[config.mk]
export PLATFORM = sky130hd
export DESIGN_NAME = hp0arb
export DESIGN_NICKNAME = d
export VERILOG_FILES = /design/src/rtl/hp0arb_pkg.sv /design/src/rtl/hp0cnt.sv /design/src/rtl/hp0arb.sv
export SDC_FILE = /design/constraint.sdc
export NUM_CORES = 1
export LEC_CHECK = 0
export ABC_AREA = 1
export CORE_AREA = 2 2 138 140
export CTS_BUF_LIST = sky130_fd_sc_hd__clkbuf_16
export DETAILED_ROUTE_END_ITERATION = 10
export DIE_AREA = 0 0 140 142
export GPL_TIMING_DRIVEN = 0
export MAX_ROUTING_LAYER = met4
export PLACE_DENSITY = 0.67
export SKIP_CTS_REPAIR_TIMING = 1
export SLEW_MARGIN = 30
export SYNTH_ARGS = -nofsm -noshare
export SYNTH_HDL_FRONTEND = slang
export SYNTH_SLANG_ARGS = --single-unit
[constraint.sdc]
create_clock -name clk -period 6.25 [get_ports clk]
set_clock_uncertainty 0.05 [all_clocks]
set_input_delay 0.9375 -clock clk [delete_from_list [all_inputs] [get_ports clk]]
set_output_delay 0.9375 -clock clk [all_outputs]
set_load 0.01 [all_outputs]
[src/rtl/hp0arb_pkg.sv]
// hp0arb shared definitions: HP0 AXI constants, FSM state type,
// registered AR request bundle and the round-robin pick helper.
package hp0arb_pkg;

    localparam int         HP0_ID_W   = 12;
    localparam logic [2:0] ARSIZE_64  = 3'd3;
    localparam logic [1:0] BURST_INCR = 2'd1;
    localparam int         CNT_W      = 4;

    typedef enum logic {
        IDLE = 1'b0,
        ADDR = 1'b1
    } arb_state_e;

    typedef struct packed {
        logic [31:0] addr;
        logic [3:0]  len;
        logic        id;
    } ar_req_t;

    // On a tie the master that was not served last wins.
    function automatic logic rr_pick(input logic last);
        return ~last;
    endfunction

endpackage

[src/rtl/hp0cnt.sv]
// hp0cnt: 4-bit outstanding-burst counter, up on inc_i, down on dec_i,
// saturating at 0. Ports: clk, reset, inc_i, dec_i, full_o (count==MAXOUT).
module hp0cnt
    import hp0arb_pkg::*;
#(
    parameter int MAXOUT = 8
) (
    input  logic clk,
    input  logic reset,
    input  logic inc_i,
    input  logic dec_i,
    output logic full_o
);

    logic [CNT_W-1:0] cnt_q;
    logic [CNT_W-1:0] cnt_d;

    always_comb begin
        cnt_d = cnt_q;
        if (inc_i && !dec_i) begin
            cnt_d = cnt_q + 1'b1;
        end else if (dec_i && !inc_i && cnt_q != '0) begin
            // Stale rlast after a reset must not wrap the count.
            cnt_d = cnt_q - 1'b1;
        end
    end

    always_ff @(posedge clk) begin
        if (reset) begin
            cnt_q <= '0;
        end else begin
            cnt_q <= cnt_d;
        end
    end

    assign full_o = (cnt_q == CNT_W'(MAXOUT));

endmodule

[src/rtl/hp0arb.sv]
// hp0arb: shares the HP0 AXI3 read port between master 0 (framebuffer
// DMA, with urgency override) and master 1 (cursor fetch). Round-robin
// AR arbitration, per-master outstanding limit MAXOUT, R routed by rid[0].
// Ports: clk, reset (sync, active-high), m0_/m1_ AR+R channels,
// m0_urgent, hp0_ AR+R channels. Define HP0ARB_STATS_EN to add
// stat0/stat1 (R beats per master) and statstall (AR stall cycles).
module hp0arb
    import hp0arb_pkg::*;
#(
    parameter int MAXOUT = 8
) (
    input  logic                clk,
    input  logic                reset,
    input  logic [31:0]         m0_araddr,
    input  logic [3:0]          m0_arlen,
    input  logic                m0_arvalid,
    output logic                m0_arready,
    output logic [63:0]         m0_rdata,
    output logic [1:0]          m0_rresp,
    output logic                m0_rlast,
    output logic                m0_rvalid,
    input  logic                m0_rready,
    input  logic                m0_urgent,
    input  logic [31:0]         m1_araddr,
    input  logic [3:0]          m1_arlen,
    input  logic                m1_arvalid,
    output logic                m1_arready,
    output logic [63:0]         m1_rdata,
    output logic [1:0]          m1_rresp,
    output logic                m1_rlast,
    output logic                m1_rvalid,
    input  logic                m1_rready,
    output logic [31:0]         hp0_araddr,
    output logic [3:0]          hp0_arlen,
    output logic [2:0]          hp0_arsize,
    output logic [1:0]          hp0_arburst,
    output logic [HP0_ID_W-1:0] hp0_arid,
    output logic                hp0_arvalid,
    input  logic                hp0_arready,
    input  logic [63:0]         hp0_rdata,
    input  logic [1:0]          hp0_rresp,
    input  logic                hp0_rlast,
    input  logic [HP0_ID_W-1:0] hp0_rid,
    input  logic                hp0_rvalid,
    output logic                hp0_rready
`ifdef HP0ARB_STATS_EN
    ,
    output logic [31:0]         stat0,
    output logic [31:0]         stat1,
    output logic [31:0]         statstall
`endif
);

    arb_state_e state_q, state_d;
    logic       last_q, last_d;
    ar_req_t    req_q, req_d;

    logic full0, full1;
    logic elig0, elig1;
    logic gnt_vld, gnt1;
    logic inc0, inc1;
    logic dec0, dec1;
    logic sel;
    logic rbeat;
    logic rid_unused;

    // Reset masks eligibility so no request is accepted while in reset.
    assign elig0 = m0_arvalid && !full0 && !reset;
    assign elig1 = m1_arvalid && !full1 && !reset;

    always_comb begin
        state_d     = state_q;
        last_d      = last_q;
        req_d       = req_q;
        gnt_vld     = 1'b0;
        gnt1        = 1'b0;
        m0_arready  = 1'b0;
        m1_arready  = 1'b0;
        hp0_arvalid = 1'b0;
        unique case (state_q)
            IDLE: begin
                if (m0_urgent && elig0) begin
                    gnt_vld = 1'b1;
                    gnt1    = 1'b0;
                end else if (elig0 && elig1) begin
                    gnt_vld = 1'b1;
                    gnt1    = rr_pick(last_q);
                end else if (elig0) begin
                    gnt_vld = 1'b1;
                    gnt1    = 1'b0;
                end else if (elig1) begin
                    gnt_vld = 1'b1;
                    gnt1    = 1'b1;
                end
                m0_arready = gnt_vld && !gnt1;
                m1_arready = gnt_vld && gnt1;
                if (gnt_vld) begin
                    req_d.addr = gnt1 ? m1_araddr : m0_araddr;
                    req_d.len  = gnt1 ? m1_arlen : m0_arlen;
                    req_d.id   = gnt1;
                    last_d     = gnt1;
                    state_d    = ADDR;
                end
            end
            ADDR: begin
                hp0_arvalid = 1'b1;
                if (hp0_arready) begin
                    state_d = IDLE;
                end
            end
            default: begin
                state_d = IDLE;
            end
        endcase
    end

    always_ff @(posedge clk) begin
        if (reset) begin
            state_q <= IDLE;
            last_q  <= 1'b1;
            req_q   <= '0;
        end else begin
            state_q <= state_d;
            last_q  <= last_d;
            req_q   <= req_d;
        end
    end

    assign hp0_araddr  = req_q.addr;
    assign hp0_arlen   = req_q.len;
    assign hp0_arid    = {{(HP0_ID_W-1){1'b0}}, req_q.id};
    assign hp0_arsize  = ARSIZE_64;
    assign hp0_arburst = BURST_INCR;

    // R path: purely combinational steer on rid[0].
    assign sel        = hp0_rid[0];
    assign rid_unused = ^hp0_rid[HP0_ID_W-1:1];
    assign hp0_rready = sel ? m1_rready : m0_rready;
    assign m0_rvalid  = hp0_rvalid && !sel;
    assign m1_rvalid  = hp0_rvalid && sel;
    assign m0_rdata   = hp0_rdata;
    assign m1_rdata   = hp0_rdata;
    assign m0_rresp   = hp0_rresp;
    assign m1_rresp   = hp0_rresp;
    assign m0_rlast   = hp0_rlast;
    assign m1_rlast   = hp0_rlast;

    assign rbeat = hp0_rvalid && hp0_rready;
    assign inc0  = m0_arvalid && m0_arready;
    assign inc1  = m1_arvalid && m1_arready;
    assign dec0  = rbeat && hp0_rlast && !sel;
    assign dec1  = rbeat && hp0_rlast && sel;

    hp0cnt #(.MAXOUT(MAXOUT)) u_cnt0 (
        .clk    (clk),
        .reset  (reset),
        .inc_i  (inc0),
        .dec_i  (dec0),
        .full_o (full0)
    );

    hp0cnt #(.MAXOUT(MAXOUT)) u_cnt1 (
        .clk    (clk),
        .reset  (reset),
        .inc_i  (inc1),
        .dec_i  (dec1),
        .full_o (full1)
    );

`ifdef HP0ARB_STATS_EN
    logic [31:0] stat0_q, stat1_q, stall_q;

    always_ff @(posedge clk) begin
        if (reset) begin
            stat0_q <= '0;
            stat1_q <= '0;
            stall_q <= '0;
        end else begin
            if (rbeat && !sel) begin
                stat0_q <= stat0_q + 32'd1;
            end
            if (rbeat && sel) begin
                stat1_q <= stat1_q + 32'd1;
            end
            if (hp0_arvalid && !hp0_arready) begin
                stall_q <= stall_q + 32'd1;
            end
        end
    end

    assign stat0     = stat0_q;
    assign stat1     = stat1_q;
    assign statstall = stall_q;
`endif

endmodule

Word-level counts from Yosys, hierarchy flattened
Cells that the tools add are included.
{ "classes": {"eq_ne": 2, "n_reduce_logical": 36, "mux": 22, "n_bitwise": 2, "n_addsub": 4} }
{ "ops": {"columns": ["operator", "count"], "rows": [
  ["32-bit two-way mux", 1],
  ["1-bit logical AND", 22],
  ["4-bit two-way mux", 5],
  ["1-bit two-way mux", 15],
  ["1-bit logical NOT", 9],
  ["4-bit by 1-bit adder with 4-bit output (second input constant)", 2],
  ["4-bit equality test (second input constant)", 2],
  ["4-bit nonzero test", 2],
  ["4-bit by 1-bit subtractor with 4-bit output (second input constant)", 2],
  ["2-bit nonzero test", 2],
  ["1-bit NOT", 2],
  ["1-bit case mux with 2 select lines", 1],
  ["2-bit AND reduction", 1]
]} }
{ "totals": {"inputBits": 160, "ff_bits": 47, "out_inout_bits": 193, "wordCells": 73} }

Longest topological paths before layout
Gate-level depths: netlist (run 1).
{ "depth": {"ltp_word": 18, "mapped_depth": 17} }

By module
Synthesis (run 1) repeated with hierarchy kept, for this count alone.
{ "hier_totals": {"hier_cells": 588, "hier_area_um2": 3871.2} }
{ "by_module_without_submodules": {"columns": ["module", "instances", "seq_area_each_um2", "area_each_um2", "cells_each"], "rows": [
  ["hp0arb", 1, 780.7, 3249.4, 497],
  ["hp0cnt at u_cnt0", 1, 80.1, 320.3, 48],
  ["hp0cnt at u_cnt1", 1, 80.1, 301.5, 43]
]} }

Worst setup path after synthesis (run 1)
No wires, ideal clock.
{ "synth_timing": {"kind": "input-to-output", "start": "input m0_urgent", "end": "output m0_arready", "path_buffers": 1, "path_stages": 6, "path_slack_ns": 3.540, "arrival_time_ns": 1.723, "required_ns": 5.262, "cell_sequence": "or2_2 > nand3_1 > nand2_1 > nand3_1 > inv_2 > buf_4"} }
{ "synth_between": {"elab_chain_cells": 6, "word_cells_on_any_way": 8, "cone_classes": "5 x mux; 3 x reduce/logical"} }
{ "synth_lines": {"columns": ["element", "line_no", "text"], "rows": [
  ["start, declared", "hp0arb.sv:23", "input logic m0_urgent,"],
  ["1-bit logical AND *", "hp0arb.sv:82", "if (m0_urgent && elig0) begin"],
  ["1-bit two-way mux", "hp0arb.sv:82", null],
  ["1-bit two-way mux", "hp0arb.sv:80", "unique case (state_q)"],
  ["1-bit logical NOT", "hp0arb.sv:95", "m0_arready = gnt_vld && !gnt1;"],
  ["1-bit logical AND *", "hp0arb.sv:95", null],
  ["1-bit two-way mux *", "hp0arb.sv:80", null],
  ["end, declared", "hp0arb.sv:17", "output logic m0_arready,"]
]} }
Mark *: on every way between the ends. The rest lies on a longest branch, timed or not. The select of a mux whose other input is x is not followed.

Final worst setup path (run 1)
{ "layout_timing": {"start": "input reset", "end": "output m0_arready"} }
{ "layout_between": {"elab_chain_cells": 10, "word_cells_on_any_way": 17, "cone_classes": "10 x mux; 7 x reduce/logical"} }
{ "layout_lines": {"columns": ["element", "line_no", "text"], "rows": [
  ["start, declared", "hp0arb.sv:13", "input logic reset,"],
  ["1-bit logical NOT *", "hp0arb.sv:68, hp0arb.sv:69", null],
  ["1-bit logical AND", "hp0arb.sv:69", "assign elig1 = m1_arvalid && !full1 && !reset;"],
  ["1-bit two-way mux", "hp0arb.sv:91", "end else if (elig1) begin"],
  ["1-bit two-way mux", "hp0arb.sv:88", "end else if (elig0) begin"],
  ["1-bit two-way mux", "hp0arb.sv:85", "end else if (elig0 && elig1) begin"],
  ["1-bit two-way mux", "hp0arb.sv:82", null],
  ["1-bit two-way mux", "hp0arb.sv:80", null],
  ["1-bit logical NOT", "hp0arb.sv:95", null],
  ["1-bit logical AND *", "hp0arb.sv:95", null],
  ["1-bit two-way mux *", "hp0arb.sv:80", null]
]} }
Marked as above.

==> metrics.cfg, run 1 <==
[outcome]
status = finished with violations
violations = DRC

[timing]
hold_violations = 0
fin_crit_sh = 0.666
worst_pin_slew_ps = 666
setup_viol = 0
min_period_ps = 4160
slew_headroom = 0.556
setup-tns-final_ps = 0
rsz0062_at_grt = no
drv_slew = 0
maxClockFrequency_ghz = 0.240

[synth]
syn_inst = 458
synth_area_per_cell_um2 = 7.24
synthTopCellsByArea = buf_4 35%, dfxtp_1 28%, nand2_1 15%
synth_most_common_cell = buf_4
synth-seq-cells = 47
postSynth.asyncResetShare = 0
ys_warn_count = 0
synthDistinctLibCells = 26
synth_ff_type = dfxtp_1
synthTopCellsByCount = 156 x buf_4, 131 x nand2_1, 47 x dfxtp_1
syn_area_um2 = 3320
synth-edff-count = 0
yosysTopAreaCellShare = 0.353
ys_seq_area_frac = 0.284
yosys.area.top_type = buf_4

[power]
p_sw_w = 0.000338
p_int_w = 0.000757
ir_worst_vdd_v = 0.000101
p_per_area_nw_per_um2 = 171
clkPwrFrac = 0.250
seqPwrFrac = 0.325
p_comb_frac = 0.425
sw_frac_of_total = 0.309
p_leak_nw = 2.75

[worst_setup_path]
critPathLaunch = reset
critPathArrivalTime_ps = 3180
worst-setup-path-type = primary input to output pin
cp-start-kind = primary input
cp-endpoint = m0_arready
reg2reg_slack_ps = 3910
worst-path-max-fanout = 10
reg2reg_depth = 13
cp-end-kind = output pin
required_ps = 5260
reg2reg_to = u_cnt0.cnt_q[3]$_SDFFE_PP0P_
timing.rr.start = u_cnt0.cnt_q[0]$_SDFFE_PP0P_

[final_layout]
diodes = 0
multi_input_area_um2 = 1140
area.growth.synth_to_final_pct = 92.8
nFillCells = 1937
utilization = 0.347
nNetsFinal = 904
drive_gt1_frac = 0.240
seqCellArea_um2 = 941

[route]
vias_per_cell = 3.78
antenna_left = 0
num_vias = 3675
drc_errors = 25
wl_per_cell_um = 12.7
drtPass1Iterations = 10
routed_wl_um = 12300
first_iter_violations = 120

[hold_path]
hp-class = flop to flop

[global_routing]
grt_overflow = 0
grt_pass1_wl_um = 18100
antenna_found_initial = 0
grt_use_total = 0.121
first_global_vias = 3456
grt_max_degree = 15

[cts]
clockBufferDepth = 2
clockRootBuffer = clkbuf_16
cts_buffers = 5
clk_latency_ps = 300
clkSlewWorstSetupHoldPaths_ps = 70
cts.sinks = 47
cts_tree = done
htree_levels = 2

[place]
dp_hpwl_um = 10200
gp_congestion = 0.809
io_buffers = 259

[floorplan]
die_w_um = 140
ioPinCount = 353
start_util = 0.180
dieArea_um2 = 19900
core_area_um2 = 18500
die_y_um = 142
rows = 50

[flow_run]
maxCapViolations = 0

[worst max-delay path: stages]
cell and delay (ps):
clkdlybuf4s50_1 510, inv_2 190, nand2_1 110, inv_1 60
nand2_1 80, nand2_1 90, nand3_1 130, inv_2 270
buf_4 240, clkdlybuf4s50_1 550
[cell type report]
class,instances,share of cell area
buffer,165,0.190
inverter,18,0.0106
clock buffer,5,0.0196
timing repair buffer,259,0.405
sequential,47,0.147
clock inverter,3,0.00254
tap,234,0.0458
multi-input combinational,242,0.179
[routing by layer]
metal | GRT usage | vias to the layer above | wire length (um)
met5 | - | - | 0
met4 | 0.0436 | 0 | 189
met3 | 0.0229 | 11 | 1110
met2 | 0.216 | 202 | 6350
met1 | 0.136 | 1605 | 4700
li1 | - | 1857 | -
[how the worst min path moves through the flow]
stage	startpoint	end	slack, ps	cells past startpoint
2_1_floorplan	last_q$_SDFFE_PP1P_	last_q$_SDFFE_PP1P_	370	2
3_3_place_gp	last_q$_SDFFE_PP1P_	last_q$_SDFFE_PP1P_	390	2
3_5_place_dp	last_q$_SDFFE_PP1P_	last_q$_SDFFE_PP1P_	390	2
4_1_cts	last_q$_SDFFE_PP1P_	last_q$_SDFFE_PP1P_	410	2
5_1_grt	last_q$_SDFFE_PP1P_	last_q$_SDFFE_PP1P_	450	2
6_report	last_q$_SDFFE_PP1P_	last_q$_SDFFE_PP1P_	420	2
[flip-flops by register name, indices dropped and copies added, names as in the netlist]
signal        cells
hp0_araddr       32
hp0_arlen         4
u_cnt0.cnt_q      4
u_cnt1.cnt_q      4
hp0_arid          1
last_q            1
state_q           1
[power by group through the flow]
stage / logic [W] / registers [W] / clock network (W)
2_1_floorplan: 0.000219 / 0.000371 / 0
3_3_place_gp: 0.000466 / 0.000362 / 0
3_5_place_dp: 0.000471 / 0.000363 / 0
4_1_cts: 0.000472 / 0.000356 / 0.000294
5_1_grt: 0.000508 / 0.000361 / 0.000298
6_report: 0.000466 / 0.000356 / 0.000274
[layout by cell type (no fill, tap or decap), types with 2 or more instances in the layout]
cell,n
a31oi_1,37
nand4_1,4
inv_2,4
nand3_1,8
inv_1,15
clkbuf_1,5
clkbuf_16,5
a21oi_2,2
buf_4,156
nor2_1,18
conb_1,16
fa_1,2
clkdlybuf4s50_1,259
dfxtp_1,47
buf_2,3
ha_1,4
o21ai_0,4
a21oi_1,7
nand2_1,131
nand2_2,2
[stage by stage]
step / worst slack (ps) / hold WS (ps) / total power (W) / cell area (um2) / cells
floorplan: 3540 / 371 / 0.000591 / 3370 / 472
global placement: 2050 / 395 / 0.000828 / 6250 / 965
detailed placement: 2070 / 393 / 0.000834 / 6250 / 965
CTS: 2060 / 414 / 0.00112 / 6400 / 973
global route: 1900 / 447 / 0.00117 / 6400 / 973
finish: 2090 / 415 / 0.00110 / 6400 / 973
[cell families (layout without fill, tap and decap cells)]
logic type,Yosys count,after routing,share of synthesized area
buffers and inverters,183,450,0.387
and+or+nand+nor,165,165,0.197
AOI/OAI and AO/OA,53,53,0.0977
DFF,47,47,0.284
adders and majority gates,6,6,0.0272
other,2,16,0.00226
xor gates and xnor gates,2,2,0.00528
No activity file was read; power rests on OpenSTA's default activity.
==> run 2: changes to the inputs <==
--- a/config.mk
+++ b/config.mk
@@ -12,7 +12,7 @@
 export DIE_AREA = 0 0 140 142
 export GPL_TIMING_DRIVEN = 0
 export MAX_ROUTING_LAYER = met4
-export PLACE_DENSITY = 0.67
+export PLACE_DENSITY = 0.69
 export SKIP_CTS_REPAIR_TIMING = 1
 export SLEW_MARGIN = 30
 export SYNTH_ARGS = -nofsm -noshare
==> constraint.sdc (replaced) <==
create_clock -name clk -period 3.6 [get_ports clk]
set_clock_uncertainty 0.05 [all_clocks]
set_input_delay 0.54 -clock clk [delete_from_list [all_inputs] [get_ports clk]]
set_output_delay 0.54 -clock clk [all_outputs]
set_load 0.01 [all_outputs]
==> run 2 against run 1 <==
The flow still finishes with violations (DRC). Clock power is 73% higher. Via count shrank 0.68%. Combinational power rose by 74%. Count of clock-buffer cells in the layout is the same. Final area unchanged. Cell count is the same. Die area unchanged. Global-route usage grew 0.26 points. Critical path depth unchanged. Hold slack worse by 8.6 ps. Critical endpoint unchanged. Highest routed layer unchanged.
==> metrics.cfg, run 2 (same netlist as run 1, synthesis figures left out) <==
[worst_setup_path]
path_buf_inv = 6
cpPeakStageDelay_ps = 560
cp-start-kind = primary input
cpMostUsedCell = nand2_1
cp-end-kind = output pin
worst-setup-path-type = primary input to output pin
required_ps = 3010
path_cells = clkdlybuf4s50_1 -> inv_2 -> nand2_1 -> inv_1 -> nand2_1 -> nand2_1 -> nand3_1 -> inv_2 -> buf_4 -> clkdlybuf4s50_1
critPathArrivalTime_ps = 2750
slowest_stage = clkdlybuf4s50_1
worst-path-max-fanout = 10
critPathTopFamily = buffers and inverters

[route]
wl_per_cell_um = 13.1
drc_errors = 25
first_iter_violations = 156
drtPass1Iterations = 8
vias_per_cell = 3.75
routed_wl_um = 12700
antenna_left = 0
num_vias = 3650

[timing]
slew_headroom = 0.465
setup_viol = 0
hold_violations = 0
setup-tns-final_ps = 0
worst_pin_slew_ps = 803
rsz0062_at_grt = no
setup_ws_ps = 264
drv_slew = 0
fin_crit_sh = 0.927
min_period_ps = 3340
maxClockFrequency_ghz = 0.300

[power]
p_per_area_nw_per_um2 = 297
sw_frac_of_total = 0.309
ir_worst_vdd_v = 0.000164
p_sw_w = 0.000588
seqPwrFrac = 0.325
p_int_w = 0.00131
clkPwrFrac = 0.249
p_leak_nw = 2.75
p_comb_frac = 0.426

[outcome]
violations = DRC
status = finished with violations

[cts]
cts_buffers = 5
clockBufferDepth = 2
cts_tree = done
clk_latency_ps = 300
clkSlewWorstSetupHoldPaths_ps = 70
htree_levels = 2
clockRootBuffer = clkbuf_16
cts.sinks = 47

[global_routing]
grt_use_total = 0.124
first_global_vias = 3498
antenna_found_initial = 0
grt_overflow = 0
grt_max_degree = 15
grt_pass1_wl_um = 18500

[place]
preCtsSetupSlack_ps = 182
dp_hpwl_um = 10400
io_buffers = 259
gp_congestion = 0.771

[floorplan]
core_area_um2 = 18500
rows = 50
dieArea_um2 = 19900
die_y_um = 142
die_w_um = 140
start_util = 0.180
ioPinCount = 353

[flow_run]
maxCapViolations = 0

[final_layout]
layout_commonest_cell = clkdlybuf4s50_1
area.growth.synth_to_final_pct = 92.8
diodes = 0
nNetsFinal = 904
layout_common_cells = 259 x clkdlybuf4s50_1, 156 x buf_4, 131 x nand2_1, 47 x dfxtp_1, 37 x a31oi_1
drive_gt1_frac = 0.238
largest_reg_flops = 32

[hold_path]
hp-class = flop to flop

-- run 2: changes by cell type in the layout (fill, tap and decap cells not counted) --
cell,previous run,this run
clkinv_1,0,1
clkinv_2,1,0
clkinv_4,0,1
clkinvlp_4,1,0
-- run 2: worst paths after layout --
check	startpoint	endpoint	slack (ps)	depth (start not counted)
hold reg to reg	last_q$_SDFFE_PP1P_	last_q$_SDFFE_PP1P_	410	2
setup reg to reg	u_cnt1.cnt_q[0]$_SDFFE_PP0P_	u_cnt0.cnt_q[3]$_SDFFE_PP0P_	1260	12
setup / recovery	reset	m0_arready	260	10
hold / removal	last_q$_SDFFE_PP1P_	last_q$_SDFFE_PP1P_	410	2
-- run 2: area by class of cell --
class,count,area [um2]
buffer,165,1220
clock buffer,5,125
clock inverter,3,16.3
fill,1982,12100
inverter,18,67.6
multi-input combinational,242,1140
sequential,47,941
tap,234,293
timing repair buffer,259,2590
-- run 2: power by group through the flow --
stage	Clock (W)	Combinational (W)	Sequential, W
floorplan	0	0.000380	0.000645
global placement	0	0.000811	0.000629
detailed placement	0	0.000820	0.000630
CTS	0.000499	0.000822	0.000619
global route	0.000515	0.000879	0.000627
finish	0.000473	0.000811	0.000619
-- run 2: routing by layer --
metal / vias up / wire length, um / GRT usage
met3: 8 / 961 / 0.0222
met5: - / 0 / -
met4: 0 / 147 / 0.0367
met2: 193 / 6610 / 0.228
met1: 1589 / 5000 / 0.137
li1: 1860 / - / -
-- run 2: per-stage QoR --
step | util | instances | instance area, um2 | total power (W) | hold slack, ps
final | 0.347 | 973 | 6400 | 0.00190 | 407
after CTS | 0.347 | 973 | 6400 | 0.00194 | 411
after floorplan | - | 472 | 3370 | 0.00103 | 371
after global routing | 0.347 | 973 | 6400 | 0.00202 | 454
after detailed placement | 0.339 | 965 | 6250 | 0.00145 | 394
after global placement | 0.339 | 965 | 6250 | 0.00144 | 388
-- run 2: tightest hold or removal path, stage by stage, from the launching register on --
cell	delay [ps]
dfxtp_1	320
nand2_1	50
nand3_1	50
==> run 3: changes to the inputs <==
--- a/config.mk
+++ b/config.mk
@@ -13,6 +13,7 @@
 export GPL_TIMING_DRIVEN = 0
 export MAX_ROUTING_LAYER = met4
 export PLACE_DENSITY = 0.69
+export SETUP_SLACK_MARGIN = 0.2
 export SKIP_CTS_REPAIR_TIMING = 1
 export SLEW_MARGIN = 30
 export SYNTH_ARGS = -nofsm -noshare
==> run 3 against run 2 <==
The flow still finishes with violations (DRC). Power increased by 0.65%. Sequential share of layout area fell by 0.097 points. First-iteration DRC count up 1.9%. Non-clock buffer count up 5. Critical path depth down 2. Count of clock-buffer cells in the layout unchanged. Critical endpoint is now m1_arready.
==> metrics.cfg, run 3 (same netlist as run 1, synthesis figures left out) <==
[outcome]
status = finished with violations
violations = DRC

[final_layout]
fin_cells = 978
layout_commonest_cell = clkdlybuf4s50_1
utilization = 0.349
nNetsFinal = 909
diodes = 0
drive_gt1_frac = 0.243
layout_common_cells = 259 x clkdlybuf4s50_1, 161 x buf_4, 131 x nand2_1, 47 x dfxtp_1, 37 x a31oi_1
area.growth.synth_to_final_pct = 94.1
largest_reg_flops = 32
nFillCells = 1981

[floorplan]
start_util = 0.180
rows = 50
ioPinCount = 353
dieArea_um2 = 19900
die_w_um = 140
die_y_um = 142
core_area_um2 = 18500

[global_routing]
first_global_vias = 3498
antenna_found_initial = 0
grt_pass1_wl_um = 18500
grt_use_total = 0.124
grt_max_degree = 15
grt_overflow = 0

[place]
io_buffers = 259
gp_congestion = 0.771
dp_hpwl_um = 10400
dp_cells = 965
preCtsSetupSlack_ps = 182

[cts]
clockBufferDepth = 2
cts_buffers = 5
clk_latency_ps = 300
htree_levels = 2
cts_tree = done
clkSlewWorstSetupHoldPaths_ps = 70
cts.sinks = 47
clockRootBuffer = clkbuf_16

[route]
drc_errors = 25
wl_per_cell_um = 13.1
routed_wl_um = 12800
first_iter_violations = 159
num_vias = 3709
vias_per_cell = 3.79
drtPass1Iterations = 10
antenna_left = 0

[timing]
worst_pin_slew_ps = 813
drv_slew = 0
maxClockFrequency_ghz = 0.311
hold_violations = 0
fin_crit_sh = 0.893
min_period_ps = 3220
setup-tns-final_ps = 0
rsz0062_at_grt = no
setup_ws_ps = 385
setup_viol = 0
slew_headroom = 0.458

[power]
ir_worst_vdd_v = 0.000165
power_w = 0.00192
p_per_area_nw_per_um2 = 297
p_leak_nw = 2.78

[hold_path]
min_from = last_q$_SDFFE_PP1P_
hp-class = flop to flop

[worst_setup_path]
critPathArrivalTime_ps = 2630
worst-path-max-fanout = 10
cp-end-kind = output pin
worst-setup-path-type = primary input to output pin
required_ps = 3010
critPathLaunch = reset
timing.rr.start = u_cnt0.cnt_q[0]$_SDFFE_PP0P_
cp-start-kind = primary input

[flow_run]
maxCapViolations = 0

-- run 3: cell count changes in the layout (fill, tap and decap cells not counted) --
cell / before / now
buf_4: 156 / 161
clkinv_4: 1 / 2
inv_2: 4 / 3
-- run 3: final timing paths --
path              slack [ps]  cells after the start                           end
setup / recovery         380                      8                    m1_arready
hold / removal           410                      2           last_q$_SDFFE_PP1P_
hold reg to reg          410                      2           last_q$_SDFFE_PP1P_
setup reg to reg        1250                     13  u_cnt0.cnt_q[3]$_SDFFE_PP0P_
-- run 3: per-stage QoR --
stage | instance area [um2] | hold WS (ps)
after floorplan | 3370 | 371
after global routing | 6440 | 454
after detailed placement | 6250 | 394
after CTS | 6400 | 411
final | 6440 | 407
after global placement | 6250 | 388
-- run 3: power breakdown --
group / switching, W / total, W / internal [W] / leakage [nW]
registers: 0.0000390 / 0.000619 / 0.000580 / 0.387
clock network: 0.000220 / 0.000474 / 0.000255 / 0.0726
logic: 0.000334 / 0.000822 / 0.000488 / 2.32
-- run 3: per-layer routing --
layer  track usage  vias to the layer above  wire length, um
met5             -                        -                0
met4        0.0367                        0              148
met3        0.0222                        8             1100
met2         0.228                      211             6650
met1         0.137                     1625             4880
li1              -                     1865                -
-- run 3: area by class of cell --
class                           instances  area, um2  share of cell area
Inverter                               18       72.6              0.0113
Clock inverter                          3       16.3             0.00253
Buffer                                165       1220               0.189
Sequential cell                        47        941               0.146
Multi-Input combinational cell        242       1140               0.178
Timing Repair Buffer                  264       2630               0.408
Tap cell                              234        293              0.0455
Clock buffer                            5        125              0.0194
-- run 3: worst max-delay path: stages --
cell and delay (ps):
clkdlybuf4s50_1 510, inv_2 170, nand2_1 120, a21oi_2 170, nand3_2 150, inv_2 110
buf_2 260, clkdlybuf4s50_1 590
